File: config.mk
export PLATFORM = sky130hd
export DESIGN_NAME = shift_cmd_queue
export DESIGN_NICKNAME = d
export VERILOG_FILES = /design/src/rtl/shift_cmd_queue.sv
export SDC_FILE = /design/constraint.sdc
export NUM_CORES = 1
export LEC_CHECK = 0
export CORE_MARGIN = 2
export CORE_UTILIZATION = 30
export CTS_CLUSTER_DIAMETER = 150
export DETAILED_ROUTE_END_ITERATION = 10
export SLEW_MARGIN = 10
export SYNTH_ARGS = -nofsm -noshare
export SYNTH_HDL_FRONTEND = slang
export SYNTH_SLANG_ARGS = --single-unit
File: constraint.sdc
create_clock -name clk -period 4.1 [get_ports clk]
set_input_delay 0.82 -clock clk [delete_from_list [all_inputs] [get_ports clk]]
set_output_delay 0.82 -clock clk [all_outputs]
set_load 0.03 [all_outputs]
File: src/rtl/shift_cmd_queue.sv
// Command FIFO in front of an external combinational barrel shifter, with a
// registered valid/ready result stage so the shifter runs one command per cycle.
module shift_cmd_queue #(
   parameter int WIDTH = 8,
   parameter int DEPTH = 4
) (
   input  logic                       clk,
   input  logic                       rst_n,
   input  logic                       in_valid,
   output logic                       in_ready,
   input  logic [WIDTH-1:0]           in_data,
   input  logic [$clog2(WIDTH)-1:0]   in_amt,
   input  logic [1:0]                 in_type,
   output logic [WIDTH-1:0]           sh_data_in,
   output logic [$clog2(WIDTH)-1:0]   sh_shift_amt,
   output logic [1:0]                 sh_shift_type,
   input  logic [WIDTH-1:0]           sh_data_out,
   output logic                       out_valid,
   input  logic                       out_ready,
   output logic [WIDTH-1:0]           out_data,
   output logic [$clog2(DEPTH):0]     level
);

   localparam int AW = $clog2(WIDTH);
   localparam int PW = $clog2(DEPTH);
   localparam int LW = PW + 1;

   // Handshakes: a transfer happens on a rising edge where valid and ready are
   // both high; valid never depends on ready, and the payload is held until taken.

   logic [WIDTH-1:0] mem_data [DEPTH];
   logic [AW-1:0]    mem_amt  [DEPTH];
   logic [1:0]       mem_type [DEPTH];

   logic [PW-1:0]    wptr;
   logic [PW-1:0]    rptr;
   logic [LW-1:0]    level_q;
   logic             out_valid_q;
   logic [WIDTH-1:0] out_data_q;

   logic             fifo_empty;
   logic             fifo_full;
   logic             push;
   logic             pop;

   assign fifo_empty = (level_q == '0);
   assign fifo_full  = (level_q == LW'(DEPTH));

   // Full means not ready even if the head is leaving this cycle.
   assign in_ready = !fifo_full;
   assign push     = in_valid && !fifo_full;
   assign pop      = !fifo_empty && (!out_valid_q || out_ready);

   // Storage needs no reset: the head is masked to zero whenever the queue is empty.
   always_ff @(posedge clk) begin
      if (push) begin
         mem_data[wptr] <= in_data;
         mem_amt[wptr]  <= in_amt;
         mem_type[wptr] <= in_type;
      end
   end

   always_ff @(posedge clk or negedge rst_n) begin
      if (!rst_n) begin
         wptr    <= '0;
         rptr    <= '0;
         level_q <= '0;
      end else begin
         if (push) begin
            wptr <= wptr + 1'b1;
         end
         if (pop) begin
            rptr <= rptr + 1'b1;
         end
         level_q <= level_q + LW'(push) - LW'(pop);
      end
   end

   // Result register: loads on every pop, empties when taken without a refill.
   always_ff @(posedge clk or negedge rst_n) begin
      if (!rst_n) begin
         out_valid_q <= 1'b0;
         out_data_q  <= '0;
      end else if (pop) begin
         out_valid_q <= 1'b1;
         out_data_q  <= sh_data_out;
      end else if (out_valid_q && out_ready) begin
         out_valid_q <= 1'b0;
      end
   end

   assign sh_data_in    = fifo_empty ? '0 : mem_data[rptr];
   assign sh_shift_amt  = fifo_empty ? '0 : mem_amt[rptr];
   assign sh_shift_type = fifo_empty ? '0 : mem_type[rptr];

   assign out_valid = out_valid_q;
   assign out_data  = out_data_q;
   assign level     = level_q;

   a_level_bound : assert property (@(posedge clk) disable iff (!rst_n)
      level_q <= LW'(DEPTH));

   a_out_hold : assert property (@(posedge clk) disable iff (!rst_n)
      (out_valid_q && !out_ready) |=> (out_valid_q && $stable(out_data_q)));

endmodule

# After elaboration in Yosys (flattened, before gate mapping)
# Memories as Yosys holds them, arrays and structs flattened.
# Index checks and enable logic that the tools add are counted.
# totals
regBits	16
latchBits	0
ramBits	52
romBits	0
input_bits	25
out_inout_bits	26
elab_cells	29
n_memories	3
# op_classes
addsub	4
n_mul	0
div_mod_pow	0
magnitude_cmp	0
eq_ne	1
n_shift	0
mux	7
n_bitwise	0
n_reduce_logical	9
# memory_table
memory	words	width	rd	rd_ports_with_merged_regs	wr	line	source
mem_data	4	8	1	0	1	31	logic [WIDTH-1:0] mem_data [DEPTH];
mem_amt	4	3	1	0	1	32	logic [AW-1:0] mem_amt [DEPTH];
mem_type	4	2	1	0	1	33	logic [1:0] mem_type [DEPTH];
# ops
operator	n
8-bit two-way mux	1
2-bit by 1-bit adder with 2-bit output (second input constant)	2
1-bit two-way mux	4
3-bit by 1-bit adder with 3-bit output	1
3-bit equality test (second input constant)	1
1-bit logical AND	3
1-bit zero test	3
3-bit zero test	1
3-bit two-way mux	1
3-bit by 1-bit subtractor with 3-bit output	1
2-bit two-way mux	1
2-bit nonzero test	1
1-bit logical OR	1

# Logic depth before layout (Yosys ltp)
# Gate-level depths: netlist of the first run.
# depth
ltp_word	5
mapped_depth	9
ltp_nobuf	9

# Least setup slack after synthesis of the first run
# No wires, ideal clock.
# synth_timing
path_type	input port to flip-flop
startpoint	input out_ready
endpoint	register level_q[2], in the netlist level[2]
setup_ns	0.135
t_arrival_ns	2.395
setup_slack_ns	1.570
cell_stages	9
n_path_buf	1
path_cell_list	nand2b_1 > nor2b_1 > buf_4 > ha_1 > inv_1 > ha_1 > fa_1 > xor2_1 > xnor2_1
# synth_between
elab_chain_cells	3
# synth_lines
item	line	source
start: declaration	19	input logic out_ready,
1-bit logical OR	52	assign pop = !fifo_empty && (!out_valid_q || out_ready);
1-bit logical AND	52	
via pop	44	logic pop;
3-bit by 1-bit subtractor with 3-bit output	75	level_q <= level_q + LW'(push) - LW'(pop);
end signal: assignment	75	
end: declaration	37	logic [LW-1:0] level_q;
# The timed path passes the listed nets, and every way through them passes these cells.
# A chain may end at the register's enable or synchronous reset.

# Worst setup path in the final report of the first run
# layout_timing
startpoint	register rptr[0]
endpoint	output sh_shift_amt[1]
# layout_between
elab_chain_cells	2
# layout_lines
item	line	source
start: declaration	36	logic [PW-1:0] rptr;
start signal: assignment	73	rptr <= rptr + 1'b1;
memory 4 x 3 bit	-	
3-bit two-way mux	93	assign sh_shift_amt = fifo_empty ? '0 : mem_amt[rptr];
end: declaration	15	output logic [$clog2(WIDTH)-1:0] sh_shift_amt,
# Every way passes these cells.

==> results of run 1 <==
[layer usage]
metal	up-vias	track usage, %	routed length, um
met2	31	17.5	2490
met5	-	0	0
li1	637	-	-
met1	695	13.8	2160
met4	0	5.37	70
met3	8	2.81	199
[worst reg2reg max path, delay by kind of cell (launching register included)]
family        cells  cell delay, ns
xor+xnor          2            0.29
fa+ha+maj         3            0.84
buf+inv           3            0.44
flops             1            0.44
simple gates      2            0.24
[state kept, by name (all words and copies together) (netlist names)]
name       count
level          3
mem_amt       12
mem_data      32
mem_type       8
out_data       8
out_valid      1
rptr           2
wptr           2
[cells in the final DEF (no fill, tap or decap), drive strengths merged]
master,Yosys,final
and2,1,1
and3,4,4
and3b,1,1
buf,4,2
bufinv,0,2
clkbuf,1,13
clkdlybuf4s50,0,50
dfrtp,16,16
edfxtp,52,52
fa,1,1
ha,6,6
inv,6,6
mux2,9,9
mux4,13,13
nand2,1,1
nand2b,1,1
nor2b,14,14
nor3,1,1
or3b,1,1
xnor2,2,2
xor2,3,3
[layout make-up]
class	instances	area share, %
inverter	6	0.637
clock inverter	2	1.70
sequential	68	55.5
timing repair buffer	52	14.6
tap	108	3.82
multi-input combinational	58	19.9
clock buffer	13	3.93
[power by group through the flow]
stage / Combinational (uW) / Sequential (uW) / Clock [uW]
2_1_floorplan: 723 / 1110 / 0
3_3_place_gp: 1180 / 1080 / 0
3_5_place_dp: 1190 / 1100 / 0
4_1_cts: 1200 / 1080 / 578
5_1_grt: 1260 / 1100 / 605
6_report: 1170 / 1070 / 561
[through the flow]
| stage | util (%) | instances | hold WS [ns] | cell area, um2 | power, uW |
|---|---|---|---|---|---|
| detailed placement | 38.1 | 292 | 0.496 | 3340 | 2290 |
| finish | 40.4 | 307 | 0.507 | 3540 | 2800 |
| global route | 40.4 | 307 | 0.528 | 3540 | 2970 |
| global placement | 38.1 | 292 | 0.490 | 3340 | 2270 |
| CTS | 40.4 | 307 | 0.511 | 3540 | 2850 |
| floorplan | - | 137 | 0.524 | 2720 | 1830 |
[worst max path at each step]
| stage | to | slack [ns] | start |
|---|---|---|---|
| after global routing | sh_shift_amt[1] | 0.47 | rptr[0] |
| after global placement | sh_shift_amt[1] | 0.97 | rptr[0] |
| after detailed placement | sh_shift_amt[1] | 0.94 | rptr[0] |
| final | sh_shift_amt[1] | 0.67 | rptr[0] |
| after floorplan | level[2] | 1.57 | out_ready |
| after CTS | sh_shift_amt[1] | 0.58 | rptr[0] |
[cells by family (layout without fill, tap and decap cells)]
family                     after synthesis  in the layout  synth area share, %
and+or+nand+nor                         24             24                 6.12
buffers and inverters                   11             73                 2.02
xor gates and xnor gates                 5              5                 1.61
adders and majority gates                7              7                 3.50
DFF                                     68             68                 72.1
muxes                                   22             22                 14.6
==> reports/metrics.csv, run 1 <==
metric,value,unit
status,"complete, no violations",
crit_slowest_cell,dfrtp_1,
worstPathArrival,2.61,ns
antenna_left,0,
worstPathRequired,3.28,ns
synth-edff-count,52,
syn_to_final_growth,30.0,%
ir_worst_vdd,296,uV
hold-path-cell-count,1,
holdBufCountCts,0,
nets,227,
path_cells,mux4_2 > nor2b_1 > clkdlybuf4s50_1,
antennaDiodeCount,0,
grt-ovfl-total,0,
worstReg2RegStart,level[1],
post-place-ws,0.936,ns
synth_warnings,0,
r2r-end,level[2],
syn-instance-count,137,
multi_input_area,703,um2
yosys-top-cells-count,"edfxtp_1 (52), dfrtp_1 (16), nor2b_1 (14)",
synth_top_area_share,57.4,%
max_stage_delay,0.93,ns
drt_iter0_markers,61,
drive_gt1_share,21.1,%
register_area,1960,um2
syn_area,2720,um2
power_density,793,nW/um2
cp_num_buf_inv,1,
cts_root_buf,clkbuf_8,
tightest_slew,0.894,ns
synth-seq-cells,68,
critPathKind,flip-flop to primary output,
ys_seq_area_share,72.1,%
dieWidth,99.2,um
place_congestion,0.687,
hpwl,3.34,mm
power.leakage,0.00126,uW
cts_htree_levels,3,
period_share,83.7,%
routed_wl,4.92,mm
rsz0062_at_grt,no,
relSlewSlack,40.4,%
p_sw,961,uW
first_pass_iters,4,
cp_top_family,flip-flops,
postLayoutSetupSlackWorst,0.668,ns
antenna_found_initial,0,
core,8760,um2
grt_max_degree,17,
clock.fmax,291,MHz
synth_area_leader_cell,edfxtp_1,
wire_per_inst,16.0,um
synth_area_leaders,"edfxtp_1 (57%), dfrtp_1 (15%), mux4_2 (11%), mux2_2 (3.3%), nor2b_1 (3.2%)",
seqPwrFrac,38.2,%
syn_nets,169,
p_int,1840,uW
grt_usage,10.9,%
async_reset_ff_share,23.5,%
critPathCaptureType,primary output,
swShare,34.3,%
maxCapViolations,0,
comb_power_share,41.8,%
synth-main-ff-cell,edfxtp_1,
yosysMostFrequentCell,edfxtp_1,
min-delay-start,out_data[1],
rrSetupSlack,1.73,ns
fillers,816,
cts_sinks,68,
hold_viol,0,
start_util,31.0,%
syn_area_per_cell,19.9,um2
insertion_delay,0.32,ns
cts_tree,yes,
cts_resized,0,
power.share.clock,20.0,%
die_h,99.2,um
path_clk_slew,0.07,ns
crit_fanout,15,
io_buffers,50,
whs_endpoint,out_data[1],
num_rows,34,
path_depth,3,
dieArea,9840,um2
drc,0,
drt-vias-per-instance,4.47,
setup_tns,0,ns
yosysUniqueCellTypes,22,
startpoint_type,flip-flop,
final-max-slew-violation-count,0,
hold_class,flip-flop to flip-flop,
post-cts-setup-buffers,0,
grt_pass1_wl,7.86,mm
r2r_cells,10,
setup_violations,0,
cts_inserted_buffers,9,
cts_buffer_depth,2,
min_period,3.43,ns
pin_count,51,
vias,1371,
skew,0.00918,ns
grt_pass1_vias,1474,
No activity file was read; power rests on OpenSTA's default activity.
==> inputs of run 2 (changes only) <==
clock period = 3.51 ns   (was 4.1 ns; I/O delays follow)
==> reports/metrics.csv, run 2 (same netlist as run 1, synthesis figures left out) <==
metric,value,unit,change
status,"complete, no violations",,
r2r_cells,9,,-1
io_buffers,50,,unchanged
syn_to_final_growth,29.3,%,
hold_viol,0,,unchanged
hold_class,flip-flop to flip-flop,,
drc,0,,unchanged
path_cells,buf_12 > mux4_2 > nor2b_1 > clkdlybuf4s50_1,,
num_rows,34,,unchanged
relSlewSlack,51.8,%,+11 points
nets,229,,+0.88%
cts_tree,yes,,
critPathCaptureType,primary output,,
startpoint_type,flip-flop,,
pin_count,51,,unchanged
hold_ws,0.511,ns,+0.00463 ns
crit_fanout,10,,-5
layout_common_cells,"edfxtp_1 (52), clkdlybuf4s50_1 (50), dfrtp_1 (16)",,
grt-ovfl-total,0,,unchanged
ir_worst_vdd,396,uV,+34%
worstPathRequired,2.81,ns,-0.47 ns
skew,0.00597,ns,-0.00320 ns
reg_top3,"mem_data: 32 flops, mem_amt: 12 flops",,
post-cts-setup-buffers,0,,unchanged
grt_max_degree,17,,unchanged
cts_buffer_depth,2,,unchanged
crit_slowest_cell,clkdlybuf4s50_1,,
mostFrequentLayoutCell,edfxtp_1,,
cts_resized,0,,unchanged
dieWidth,99.2,um,unchanged
rsz0062_at_grt,no,,
routed_wl,5.06,mm,+2.7%
antennaDiodeCount,0,,unchanged
largest_reg_flops,32,,unchanged
grt_pass1_vias,1452,,-1.5%
place_congestion,0.678,,-1.2%
drive_gt1_share,21.8,%,+0.68 points
wire_per_inst,16.3,um,+1.7%
holdBufCountCts,0,,unchanged
vias,1382,,+0.80%
register_area,1960,um2,unchanged
cts_sinks,68,,unchanged
antenna_found_initial,0,,unchanged
min_period,3.12,ns,
final-max-slew-violation-count,0,,unchanged
cts_htree_levels,3,,unchanged
worstPathArrival,2.42,ns,-0.19 ns
cts_inserted_buffers,9,,unchanged
maxCapViolations,0,,unchanged
hold-path-cell-count,1,,unchanged
hpwl,3.42,mm,+2.3%
setup_tns,0,ns,unchanged
final_util,40.1,%,-0.21 points
core,8760,um2,unchanged
clock.fmax,321,MHz,
total_power,3190,uW,+14%
drt-vias-per-instance,4.46,,-0.17%
grt_usage,10.9,%,unchanged
dieArea,9840,um2,unchanged
multi_input_area,703,um2,unchanged
grt_pass1_wl,7.79,mm,-0.88%
path_clk_slew,0.07,ns,about the same
tightest_slew,0.720,ns,-0.174 ns
period_share,88.9,%,
max_stage_delay,0.62,ns,-0.31 ns
power_density,905,nW/um2,+14%
power.leakage,0.00126,uW,-0.37%
fillers,835,,+2.3%
cts_root_buf,clkbuf_8,,
start_util,31.0,%,unchanged
largest_register,mem_data,,
insertion_delay,0.33,ns,about the same
critPathKind,flip-flop to primary output,,
setup_violations,0,,unchanged
antenna_left,0,,unchanged
first_pass_iters,5,,+1
drt_iter0_markers,64,,+4.9%
die_h,99.2,um,unchanged
run 2: area by class of cell:
type                    count  share of cell area (%)
multi-input cells          58                    20.0
flip-flops and latches     68                    55.8
inverters                   6                   0.640
well taps                 108                    3.84
clock inverters             3                   0.391
repair buffers             54                    15.4
clock buffers              13                    3.95
run 2: routing by layer:
metal	global-route usage, %	up-vias	share of wire (%)
li1	-	637	-
met1	14.1	704	47
met2	16.6	34	47
met3	4.64	7	5.5
met4	3.79	0	1.3
met5	0	-	0
run 2: critical path: cells and delay by family (launching register included):
family / cells / cell delay, ns
buffers and inverters: 2 / 0.83
muxes: 1 / 0.51
and+or+nand+nor: 1 / 0.14
DFF: 1 / 0.60
run 2: stage by stage:
stage | instance area (um2) | setup WS [ns] | cells
after detailed placement | 3370 | 0.692 | 294
final | 3520 | 0.391 | 310
after CTS | 3520 | 0.305 | 310
after floorplan | 2720 | 1.10 | 137
after global routing | 3520 | 0.235 | 310
after global placement | 3370 | 0.708 | 294
run 2: where the power goes:
group	total [uW]	switching [uW]	leakage, uW	internal (uW)
registers	1210	126	0.000660	1090
logic	1460	760	0.000520	699
clock network	513	260	0.0000788	253
run 2: path summary, 6_finish.rpt:
kind / start / end / slack, ns
worst max-delay path: rptr[0] / sh_shift_type[1] / 0.39
worst min-delay path: out_data[4] / out_data[4] / 0.51
worst max register to register: level[2] / level[2] / 0.86
worst min register to register: out_data[4] / out_data[4] / 0.51
max in group asynchronous: rst_n / out_data[1] / 2.26
min in group asynchronous: rst_n / rptr[1] / 0.80
